$ cat src/rtl/lsu_bus_master.sv
// lsu_bus_master: turns CPU MEM-stage loads/stores into word-wide handshaked bus transfers,
// using read-modify-write for sub-word stores and extending sub-word load data.
module lsu_bus_master #(
    parameter int TIMEOUT = 16,
    parameter int CNT_W   = 5
) (
    input  logic        i_clk,
    input  logic        i_rst,
    input  logic        i_req_valid,
    input  logic        i_req_we,
    input  logic [2:0]  i_req_lstype,
    input  logic [31:0] i_req_addr,
    input  logic [31:0] i_req_wdata,
    output logic        o_req_ready,
    output logic        o_rsp_valid,
    output logic [31:0] o_rsp_rdata,
    output logic        o_rsp_err,
    output logic        o_mem_valid,
    output logic        o_mem_we,
    output logic [31:0] o_mem_addr,
    output logic [31:0] o_mem_wdata,
    input  logic        i_mem_ready,
    input  logic [31:0] i_mem_rdata
);
    typedef enum logic [1:0] {IDLE, RD, WR, RESP} state_t;

    state_t            r_state, w_state;
    logic              r_we;
    logic [2:0]        r_lst;
    logic [1:0]        r_off;
    logic [15:0]       r_wd;
    logic [CNT_W-1:0]  r_cnt, w_cnt;
    logic              r_req_ready, w_req_ready;
    logic              r_rsp_valid, w_rsp_valid;
    logic [31:0]       r_rsp_rdata, w_rsp_rdata;
    logic              r_rsp_err, w_rsp_err;
    logic              r_mem_valid, w_mem_valid;
    logic              r_mem_we, w_mem_we;
    logic [31:0]       r_mem_addr, w_mem_addr;
    logic [31:0]       r_mem_wdata, w_mem_wdata;

    logic              w_accept, w_bad, w_wstore;
    logic [15:0]       w_half;
    logic [7:0]        w_byte;
    logic [31:0]       w_load, w_mask, w_rep, w_merge;

    assign w_accept = (r_state == IDLE) && r_req_ready && i_req_valid;
    assign w_bad    = (i_req_lstype == 3'd0 && i_req_addr[1:0] != 2'd0)
                   || ((i_req_lstype == 3'd1 || i_req_lstype == 3'd2) && i_req_addr[0])
                   || (i_req_lstype > 3'd4)
                   || (i_req_we && (i_req_lstype == 3'd2 || i_req_lstype == 3'd4));
    assign w_wstore = i_req_we && (i_req_lstype == 3'd0);

    assign w_half  = r_off[1] ? i_mem_rdata[31:16] : i_mem_rdata[15:0];
    assign w_byte  = 8'(i_mem_rdata >> {r_off, 3'b000});
    assign w_load  = (r_lst == 3'd1) ? {{16{w_half[15]}}, w_half} :
                     (r_lst == 3'd2) ? {16'd0, w_half} :
                     (r_lst == 3'd3) ? {{24{w_byte[7]}}, w_byte} :
                     (r_lst == 3'd4) ? {24'd0, w_byte} : i_mem_rdata;
    // Store data is replicated across every lane; the mask picks the addressed one.
    assign w_mask  = (r_lst == 3'd1) ? (r_off[1] ? 32'hFFFF_0000 : 32'h0000_FFFF)
                                     : (32'h0000_00FF << {r_off, 3'b000});
    assign w_rep   = (r_lst == 3'd1) ? {2{r_wd}} : {4{r_wd[7:0]}};
    assign w_merge = (i_mem_rdata & ~w_mask) | (w_rep & w_mask);

    always_ff @(posedge i_clk or posedge i_rst) begin
        if (i_rst) begin
            r_state     <= IDLE;
            r_cnt       <= '0;
            r_we        <= 1'b0;
            r_lst       <= 3'd0;
            r_off       <= 2'd0;
            r_wd        <= 16'd0;
            r_req_ready <= 1'b1;
            r_rsp_valid <= 1'b0;
            r_rsp_rdata <= 32'd0;
            r_rsp_err   <= 1'b0;
            r_mem_valid <= 1'b0;
            r_mem_we    <= 1'b0;
            r_mem_addr  <= 32'd0;
            r_mem_wdata <= 32'd0;
        end else begin
            r_state     <= w_state;
            r_cnt       <= w_cnt;
            r_req_ready <= w_req_ready;
            r_rsp_valid <= w_rsp_valid;
            r_rsp_rdata <= w_rsp_rdata;
            r_rsp_err   <= w_rsp_err;
            r_mem_valid <= w_mem_valid;
            r_mem_we    <= w_mem_we;
            r_mem_addr  <= w_mem_addr;
            r_mem_wdata <= w_mem_wdata;
            if (w_accept) begin
                r_we  <= i_req_we;
                r_lst <= i_req_lstype;
                r_off <= i_req_addr[1:0];
                r_wd  <= i_req_wdata[15:0];
            end
        end
    end

    always_comb begin
        w_state     = r_state;
        w_cnt       = r_cnt;
        w_req_ready = 1'b0;
        w_rsp_valid = 1'b0;
        w_rsp_rdata = 32'd0;
        w_rsp_err   = 1'b0;
        w_mem_valid = r_mem_valid;
        w_mem_we    = r_mem_we;
        w_mem_addr  = r_mem_addr;
        w_mem_wdata = r_mem_wdata;
        case (r_state)
            IDLE: begin
                w_req_ready = 1'b1;
                if (w_accept) begin
                    w_req_ready = 1'b0;
                    w_cnt       = '0;
                    w_mem_addr  = {i_req_addr[31:2], 2'b00};
                    if (w_bad) begin
                        w_state     = RESP;
                        w_rsp_valid = 1'b1;
                        w_rsp_err   = 1'b1;
                    end else begin
                        w_state     = w_wstore ? WR : RD;
                        w_mem_valid = 1'b1;
                        w_mem_we    = w_wstore;
                        w_mem_wdata = i_req_wdata;
                    end
                end
            end
            RD, WR: begin
                if (i_mem_ready) begin
                    w_cnt = '0;
                    if (r_state == RD && r_we) begin
                        w_state     = WR;
                        w_mem_we    = 1'b1;
                        w_mem_wdata = w_merge;
                    end else begin
                        w_state     = RESP;
                        w_mem_valid = 1'b0;
                        w_mem_we    = 1'b0;
                        w_rsp_valid = 1'b1;
                        w_rsp_rdata = (r_state == RD) ? w_load : 32'd0;
                    end
                end else if (r_cnt == CNT_W'(TIMEOUT - 1)) begin
                    w_state     = RESP;
                    w_mem_valid = 1'b0;
                    w_mem_we    = 1'b0;
                    w_rsp_valid = 1'b1;
                    w_rsp_err   = 1'b1;
                end else begin
                    w_cnt = r_cnt + CNT_W'(1);
                end
            end
            default: begin
                w_state     = IDLE;
                w_req_ready = 1'b1;
            end
        endcase
    end

    assign o_req_ready = r_req_ready;
    assign o_rsp_valid = r_rsp_valid;
    assign o_rsp_rdata = r_rsp_rdata;
    assign o_rsp_err   = r_rsp_err;
    assign o_mem_valid = r_mem_valid;
    assign o_mem_we    = r_mem_we;
    assign o_mem_addr  = r_mem_addr;
    assign o_mem_wdata = r_mem_wdata;
endmodule
$ cat config.mk
export PLATFORM = sky130hd
export DESIGN_NAME = lsu_bus_master
export DESIGN_NICKNAME = d
export VERILOG_FILES = /design/src/rtl/lsu_bus_master.sv
export SDC_FILE = /design/constraint.sdc
export NUM_CORES = 1
export LEC_CHECK = 0
export CAP_MARGIN = 10
export CORE_MARGIN = 3
export CORE_UTILIZATION = 47
export CTS_CLUSTER_SIZE = 16
export DETAILED_ROUTE_END_ITERATION = 8
export MAX_ROUTING_LAYER = met4
export PLACE_DENSITY = 0.89
export SKIP_CTS_REPAIR_TIMING = 1
export SLEW_MARGIN = 15
export SYNTH_ARGS = -nofsm -noshare
export SYNTH_HDL_FRONTEND = slang
export SYNTH_SLANG_ARGS = --single-unit
$ cat constraint.sdc
create_clock -name i_clk -period 4.9 [get_ports i_clk]
set_input_delay 0.49 -clock i_clk [delete_from_list [all_inputs] [get_ports i_clk]]
set_output_delay 0.49 -clock i_clk [all_outputs]
set_load 0.01 [all_outputs]
==> results.yml, run 1 <==
routing:
  routedWlPerCell_um: 18.77
  ant_nets: 0
  drt-vias-per-instance: 5.596
  met3_length_um: 1725
  drc: 0
  maxUsedRoutingLayer: "met4"
  drtIter0Drc: 580
  vias: 5932
  route.layer.met1.wl_um: 8125
  wirelength_um: 19890
  dr.pass1.iters: 5
  wl_met2_um: 9310
pwr:
  leakage_nw: 4.068
  clkPwrFrac_pct: 20.4
  cell_internal_pwr_mw: 3.687
  irDropWorstVdd_uv: 325.7
  pwr-share-seq_pct: 30.3
  p_per_area_mw_per_mm2: 662.1
  p_sw_share_pct: 39.31
  switching_power_mw: 2.389
  power_frac_comb_pct: 49.2
die:
  die_h_um: 124.0
  io_pins: 205
  start_util_pct: 48.64
  coreArea_mm2: 0.01345
  dieArea_mm2: 0.01537
  die_x_um: 124.0
  num_rows: 42
placement:
  dpl_cell_area_mm2: 0.008602
  dp_hpwl_um: 14210
  post-place-ws_ps: 2108
  gp_congestion: 0.9694
  portBuffers: 202
timing:
  min_period_ps: 2695
  setup_ws_ps: 2205
  tightest_slew_ps: 1166
  max_freq_mhz: 371.1
  skew_ps: 11.10
  finalHoldViolations: 0
  fin_crit_sh_pct: 55.00
  setup_viol: 0
  rsz0062_at_grt: "no"
  maxSlewHeadroom_pct: 22.25
  finalMaxSlewViolations: 0
  fin_setup_tns_ps: 0
cts:
  insertion_delay_ps: 420
  numCtsBuffers: 17
  h-tree-depth: 4
  cts_root_buf: "clkbuf_16"
  tritoncts: "built"
  clk_pin_slew_ps: 60
  clockBufferDepth: 2
  cts_sinks: 128
critical_path:
  worstPathMaxFanout: 32
  critPathRequiredTime_ps: 5200
  cp-start-kind: "register"
  critPathArrivalTime_ps: 2990
  critPathKind: "reg2reg"
  endpoint_kind: "register"
hold_path:
  min_path_type: "reg2reg"
synthesis:
  synth-seq-cells: 128
  syn_area_per_cell_um2: 9.511
  syn_area_mm2: 0.006544
  synth_edf_count: 0
  synth_warnings: 0
  ys_types: 53
  ys_top_cells_by_area: "dfrtp_1 49%, nand2_1 9.4%, mux2_2 6.9%"
  synth_common_cells: "164 x nand2_1, 127 x dfrtp_1, 75 x nor2_1"
  synth.top_cell.area_share_pct: 48.57
  ys.flop_type: "dfrtp_1"
  synth_most_common_cell: "nand2_1"
  synth_top_cell_by_area: "dfrtp_1"
  ys_seq_area_share_pct: 48.97
  synthCells: 688
  postSynth.asyncResetShare_pct: 100.0
final_layout:
  n_antenna_cell: 0
  nets: 982
  drive_gt1_share_pct: 11.20
  area_delta_synth_final_pct: 40.23
  utilization_pct: 68.21
  final_cell_area_mm2: 0.009176
  nFillCells: 1049
global_route:
  grt_pass1_vias: 5625
  grt_first_pass_wirelength_um: 30130
  grt_max_degree: 66
  overflow: 0
  grt_use_total_pct: 26.66
  antenna_found_initial: 0
flow_run:
  maxCapViolations: 0
outcome:
  status: "finished clean"
sequential cells by signal (all words and copies together), names as in the netlist, 2 cells and up:
register / cells
o_mem_wdata: 32
o_rsp_rdata: 32
o_mem_addr: 30
r_wd: 16
r_cnt: 5
r_lst: 3
r_off: 2
r_state: 2
power by group through the flow:
stage          combinational [mW]  sequential (mW)  clock [mW]
6_report                     2.99             1.84        1.24
5_1_grt                      3.23             1.89        1.30
4_1_cts                      2.97             1.83        1.25
3_5_place_dp                 2.95             1.84           0
3_3_place_gp                 2.87             1.83           0
2_1_floorplan                1.91             1.81           0
layer usage:
metal / GRT usage [%] / vias to the layer above
met5: - / -
met4: 11.23 / 0
met3: 5.586 / 58
met2: 40.28 / 338
met1: 35.14 / 2804
li1: - / 2732
cell families (layout without fill, tap and decap cells):
logic type | count (synthesis) | after routing | share of synthesized area [%]
other | 1 | 2 | 0.05731
AOI/OAI and AO/OA | 121 | 121 | 14.86
adders and majority gates | 5 | 5 | 0.9560
DFF | 128 | 128 | 48.97
buffers and inverters | 71 | 266 | 5.449
and+or+nand+nor | 301 | 301 | 19.46
muxes | 59 | 59 | 9.981
xor gates and xnor gates | 2 | 2 | 0.2677
final timing paths:
path / startpoint / endpoint / slack [ps] / depth (start not counted)
max in group asynchronous: i_rst / o_rsp_rdata[8] / 3360 / 3
hold / removal: o_mem_addr[31] / o_mem_addr[31] / 470 / 2
setup / recovery: r_state[0] / o_mem_wdata[8] / 2200 / 7
setup reg to reg: r_state[0] / o_mem_wdata[8] / 2200 / 7
hold reg to reg: o_mem_addr[31] / o_mem_addr[31] / 470 / 2
min in group asynchronous: i_rst / o_mem_addr[12] / 590 / 2
final cells by class:
type	count	area, um^2	area share (%)
well taps	176	220.2	2.400
clock inverters	5	78.83	0.8590
multi-input cells	490	2995	32.64
flip-flops and latches	128	3204	34.92
clock buffers	25	495.5	5.400
repair buffers	210	2082	22.69
inverters	26	100.1	1.091
stage by stage:
step | std cells | hold WS, ps | total power, mW
finish | 1060 | 471.2 | 6.075
detailed placement | 1030 | 461.8 | 4.788
global placement | 1030 | 456.2 | 4.699
floorplan | 689 | 445.4 | 3.721
global route | 1060 | 492.3 | 6.412
CTS | 1060 | 475.0 | 6.054
worst max-delay path, stage by stage, from the launching register on:
cell and delay [ps]:
dfrtp_1 400, inv_1 60, ha_1 300, inv_1 600, nor2_1 200, o21ai_2 190
buf_4 420, mux2_2 400
layout by cell type, fill, tap and decap left out, types with 3 or more instances in the layout:
master	netlist	routed
a2111oi_2	8	8
a21o_1	3	3
a21oi_1	19	19
a221o_1	15	15
a31oi_1	3	3
buf_4	6	8
clkbuf_1	24	4
clkbuf_16	0	17
clkbuf_8	0	4
clkdlybuf4s50_1	0	202
dfrtp_1	127	127
ha_1	5	5
inv_1	26	25
mux2_2	40	40
mux2i_1	18	18
nand2_1	164	164
nand2b_1	5	5
nand3_1	27	26
nor2_1	75	75
nor2b_1	10	10
nor3_1	4	4
o21ai_0	28	28
o21bai_1	7	7
o221ai_1	18	18
o311ai_0	8	8
(Power assumes the default switching activity.)
==> inputs of run 2 (changes only) <==
==> constraint.sdc (replaced) <==
create_clock -name i_clk -period 2.6 [get_ports i_clk]
set_input_delay 0.26 -clock i_clk [delete_from_list [all_inputs] [get_ports i_clk]]
set_output_delay 0.26 -clock i_clk [all_outputs]
set_load 0.01 [all_outputs]
==> results.yml, run 2 (same netlist as run 1, synthesis figures left out) <==
outcome:
  status: "finished clean"
critical_path:
  reg2reg_from: "r_lst[0]"
  worstPathMaxFanout: 12
  critPathArrivalTime_ps: 2590
  r2r_cells: 6
  crit_path_top_delay_cell: "dfrtp_1"
  slowest_delay_ps: 580
  critPathKind: "reg2reg"
  path_cells: "nor3b_4 > buf_4 > mux2i_1 > nor2_1 > a221o_1 > mux2_2"
  cp-start-kind: "register"
  r2r_end: "o_mem_wdata[25]"
  endpoint_kind: "register"
  rrSetupSlack_ps: 320
  critPathRequiredTime_ps: 2910
die:
  num_rows: 42
  start_util_pct: 48.64
  dieArea_mm2: 0.01537
  die_x_um: 124.0
  io_pins: 205
  coreArea_mm2: 0.01345
  die_h_um: 124.0
final_layout:
  layout_commonest_cell: "clkdlybuf4s50_1"
  most-common-layout-cells: "202 x clkdlybuf4s50_1, 164 x nand2_1, 127 x dfrtp_1"
  nets: 992
  layout.cells.non_filler: 1073
  drive_gt1_share_pct: 12.72
  nFillCells: 1014
  area_delta_synth_final_pct: 43.15
timing:
  setup_viol: 0
  fin_crit_sh_pct: 87.67
  fin_setup_tns_ps: 0
  finalMaxSlewViolations: 0
  max_freq_mhz: 438.7
  finalHoldViolations: 0
  tightest_slew_ps: 743.6
  maxSlewHeadroom_pct: 50.43
  skew_ps: 10.74
  min_period_ps: 2279
  setup_ws_ps: 320.5
  rsz0062_at_grt: "no"
routing:
  ant_nets: 0
  drc: 0
  vias: 6015
  routedWlPerCell_um: 18.60
  dr.pass1.iters: 6
  drt-vias-per-instance: 5.606
  drtIter0Drc: 585
  wirelength_um: 19950
global_route:
  grt_first_pass_wirelength_um: 31450
  grt_use_total_pct: 27.54
  overflow: 0
  antenna_found_initial: 1
  grt_max_degree: 62
  grt_pass1_vias: 6035
cts:
  clockBufferDepth: 2
  cts_root_buf: "clkbuf_16"
  insertion_delay_ps: 420
  cts_sinks: 128
  h-tree-depth: 4
  clk_pin_slew_ps: 60
  tritoncts: "built"
  numCtsBuffers: 17
placement:
  gp_congestion: 1.011
  post-place-ws_ps: 373.2
  dp_cells: 1040
  portBuffers: 202
  dp_hpwl_um: 14530
pwr:
  total_power_mw: 11.91
  leakage_nw: 4.158
  p_per_area_mw_per_mm2: 1271
  irDropWorstVdd_uv: 642.7
hold_path:
  min_path_type: "in2async"
flow_run:
  maxCapViolations: 0
run 2: cell type report:
class                   instances  area, um^2  area share [%]
clock inverters                12       205.2           2.190
diodes                          1       2.502         0.02671
flip-flops and latches        128        3204           34.21
well taps                     176       220.2           2.351
clock buffers                  20       456.7           4.875
multi-input cells             490        2995           31.98
inverters                      26       101.3           1.082
repair buffers                220        2182           23.29
run 2: power by group:
group          internal (mW)  leakage [nW]  switching, mW
sequential              2.77          1.65          0.543
clock                   1.76         0.317          0.886
combinational           2.79          2.20           3.17
total                   7.32          4.16           4.59
run 2: worst max path at each step:
stage                     startpoint         endpoint  slack [ps]  depth (start not counted)
after floorplan           r_state[0]  o_mem_wdata[30]         620                          7
after global placement      r_lst[0]   o_rsp_rdata[4]         420                          5
after detailed placement  r_state[0]   o_mem_wdata[4]         370                          7
after CTS                 r_state[0]  o_mem_wdata[14]         340                          7
after global routing        r_lst[0]   o_rsp_rdata[4]         100                          5
final                       r_lst[0]  o_mem_wdata[25]         320                          6
run 2: stage by stage:
stage	util, %	cell area [um^2]	hold slack [ps]
global route	69.63	9368	153.9
floorplan	-	6551	365.4
global placement	64.69	8703	456.6
detailed placement	64.69	8703	461.1
CTS	69.62	9365	133.3
finish	69.63	9368	140.2
run 2: worst max-delay path, delay by kind of cell (launching register included):
family | cells | cell delay, ps
compound gates | 1 | 300
buf+inv | 1 | 260
flops | 1 | 580
mux | 2 | 630
simple gates | 2 | 400
run 2: routing by layer:
layer / GRT usage [%] / share of wire [%] / vias to the layer above
li1: - / - / 2765
met1: 36.13 / 40 / 2861
met2: 41.67 / 48 / 334
met3: 6.403 / 8.9 / 55
met4: 10.95 / 3.0 / 0
met5: - / 0 / -
==> inputs of run 3 (changes only) <==
--- a/config.mk
+++ b/config.mk
@@ -7,11 +7,11 @@
 export LEC_CHECK = 0
 export CAP_MARGIN = 10
 export CORE_MARGIN = 3
-export CORE_UTILIZATION = 47
+export CORE_UTILIZATION = 51
 export CTS_CLUSTER_SIZE = 16
 export DETAILED_ROUTE_END_ITERATION = 8
 export MAX_ROUTING_LAYER = met4
-export PLACE_DENSITY = 0.89
+export PLACE_DENSITY = 0.95
 export SKIP_CTS_REPAIR_TIMING = 1
 export SLEW_MARGIN = 15
 export SYNTH_ARGS = -nofsm -noshare
==> constraint.sdc (replaced) <==
create_clock -name i_clk -period 2.65 [get_ports i_clk]
set_input_delay 0.265 -clock i_clk [delete_from_list [all_inputs] [get_ports i_clk]]
set_output_delay 0.265 -clock i_clk [all_outputs]
set_load 0.01 [all_outputs]
==> results.yml, run 3 (same netlist as run 1, synthesis figures left out) <==
cts:
  numCtsBuffers: 17
  tritoncts: "built"
  h-tree-depth: 4
  insertion_delay_ps: 420
  cts_root_buf: "clkbuf_16"
  cts_sinks: 128
  clockBufferDepth: 2
  clk_pin_slew_ps: 60
outcome:
  status: "finished clean"
timing:
  tightest_slew_ps: 771.0
  min_period_ps: 2309
  fin_setup_tns_ps: 0
  max_freq_mhz: 433.1
  finalHoldViolations: 0
  maxSlewHeadroom_pct: 48.60
  rsz0062_at_grt: "no"
  setup_viol: 0
  finalMaxSlewViolations: 0
  setup_ws_ps: 340.9
  fin_crit_sh_pct: 87.13
  whs_ps: 257.9
  skew_ps: 10.02
hold_path:
  min_path_type: "in2async"
pwr:
  leakage_nw: 4.130
  irDropWorstVdd_uv: 825.5
  p_per_area_mw_per_mm2: 1234
  total_power_mw: 11.49
global_route:
  grt_use_total_pct: 29.94
  met1_usage_pct: 36.45
  grt_max_degree: 62
  busiest_layer: "met2"
  grt_first_pass_wirelength_um: 32490
  overflow: 0
  antenna_found_initial: 0
  grtUsageMet2_pct: 46.41
  grt_pass1_vias: 6118
  grt_use_met3_pct: 7.692
critical_path:
  r2r_cells: 5
  worstPathMaxFanout: 15
  endpoint: "o_rsp_rdata[5]"
  rrSetupSlack_ps: 340
  cp-start-kind: "register"
  critPathArrivalTime_ps: 2570
  critPathRequiredTime_ps: 2920
  critPathKind: "reg2reg"
  r2r_end: "o_rsp_rdata[5]"
  endpoint_kind: "register"
  reg2reg_from: "r_lst[1]"
  crit_start: "r_lst[1]"
placement:
  gp_congestion: 0.9444
  dp_hpwl_um: 14730
  dp_cells: 1033
  post-place-ws_ps: 419.5
  dpl_cell_area_mm2: 0.008726
  portBuffers: 202
flow_run:
  maxCapViolations: 0
final_layout:
  layout.cells.non_filler: 1065
  final_cell_area_mm2: 0.009309
  utilization_pct: 75.92
  n_antenna_cell: 0
  nets: 993
  layout_commonest_cell: "clkdlybuf4s50_1"
  drive_gt1_share_pct: 12.82
  most-common-layout-cells: "202 x clkdlybuf4s50_1, 164 x nand2_1, 127 x dfrtp_1"
  area_delta_synth_final_pct: 42.26
die:
  io_pins: 205
  dieArea_mm2: 0.01423
  start_util_pct: 53.37
  num_rows: 40
  coreArea_mm2: 0.01226
  die_h_um: 119.3
  die_x_um: 119.3
routing:
  drt-vias-per-instance: 5.773
  dr.pass1.iters: 6
  ant_nets: 0
  vias: 6148
  drtIter0Drc: 644
  wirelength_um: 20380
  routedWlPerCell_um: 19.13
  drc: 0
[run 3: cell types whose count changed in the layout (fill, tap and decap cells not counted), moves of 2 or more]
| cell | delta |
|---|---|
| bufinv_16 | -3 |
| buf_12 | +2 |
| clkinv_2 | +2 |
| clkinvlp_4 | +2 |
[run 3: area by class of cell]
cell class,instances,area [um^2]
fill,795,2953
inverter,26,101.3
sequential,128,3204
clock buffer,19,442.9
multi-input combinational,490,2995
tap,168,210.2
timing repair buffer,221,2215
clock inverter,13,140.1
[run 3: worst min path at each step]
stage / endpoint / slack (ps) / from / cells past startpoint
2_1_floorplan: o_mem_addr[10] / 370 / i_req_addr[10] / 2
3_3_place_gp: r_wd[14] / 460 / r_wd[14] / 2
3_5_place_dp: o_mem_addr[13] / 460 / o_mem_addr[13] / 2
4_1_cts: o_mem_addr[25] / 260 / i_rst / 2
5_1_grt: o_mem_addr[25] / 290 / i_rst / 2
6_report: o_mem_addr[25] / 260 / i_rst / 2
[run 3: report_power, final]
| group | leakage (nW) | internal [mW] | switching (mW) |
|---|---|---|---|
| Combinational | 2.21 | 2.77 | 3.19 |
| Sequential | 1.65 | 2.72 | 0.522 |
| Clock | 0.275 | 1.41 | 0.886 |
[run 3: metal layers]
metal / vias to the layer above / wire length [um]
met5: - / 0
met4: 0 / 903
met3: 64 / 1813
met2: 377 / 9659
met1: 2951 / 7999
li1: 2756 / -
[run 3: worst max-delay path, cell delays in order, from the launching register on]
cell	delay, ps
dfrtp_1	560
buf_4	270
nor3b_1	500
a21oi_2	250
o311ai_0	440
a21oi_1	140
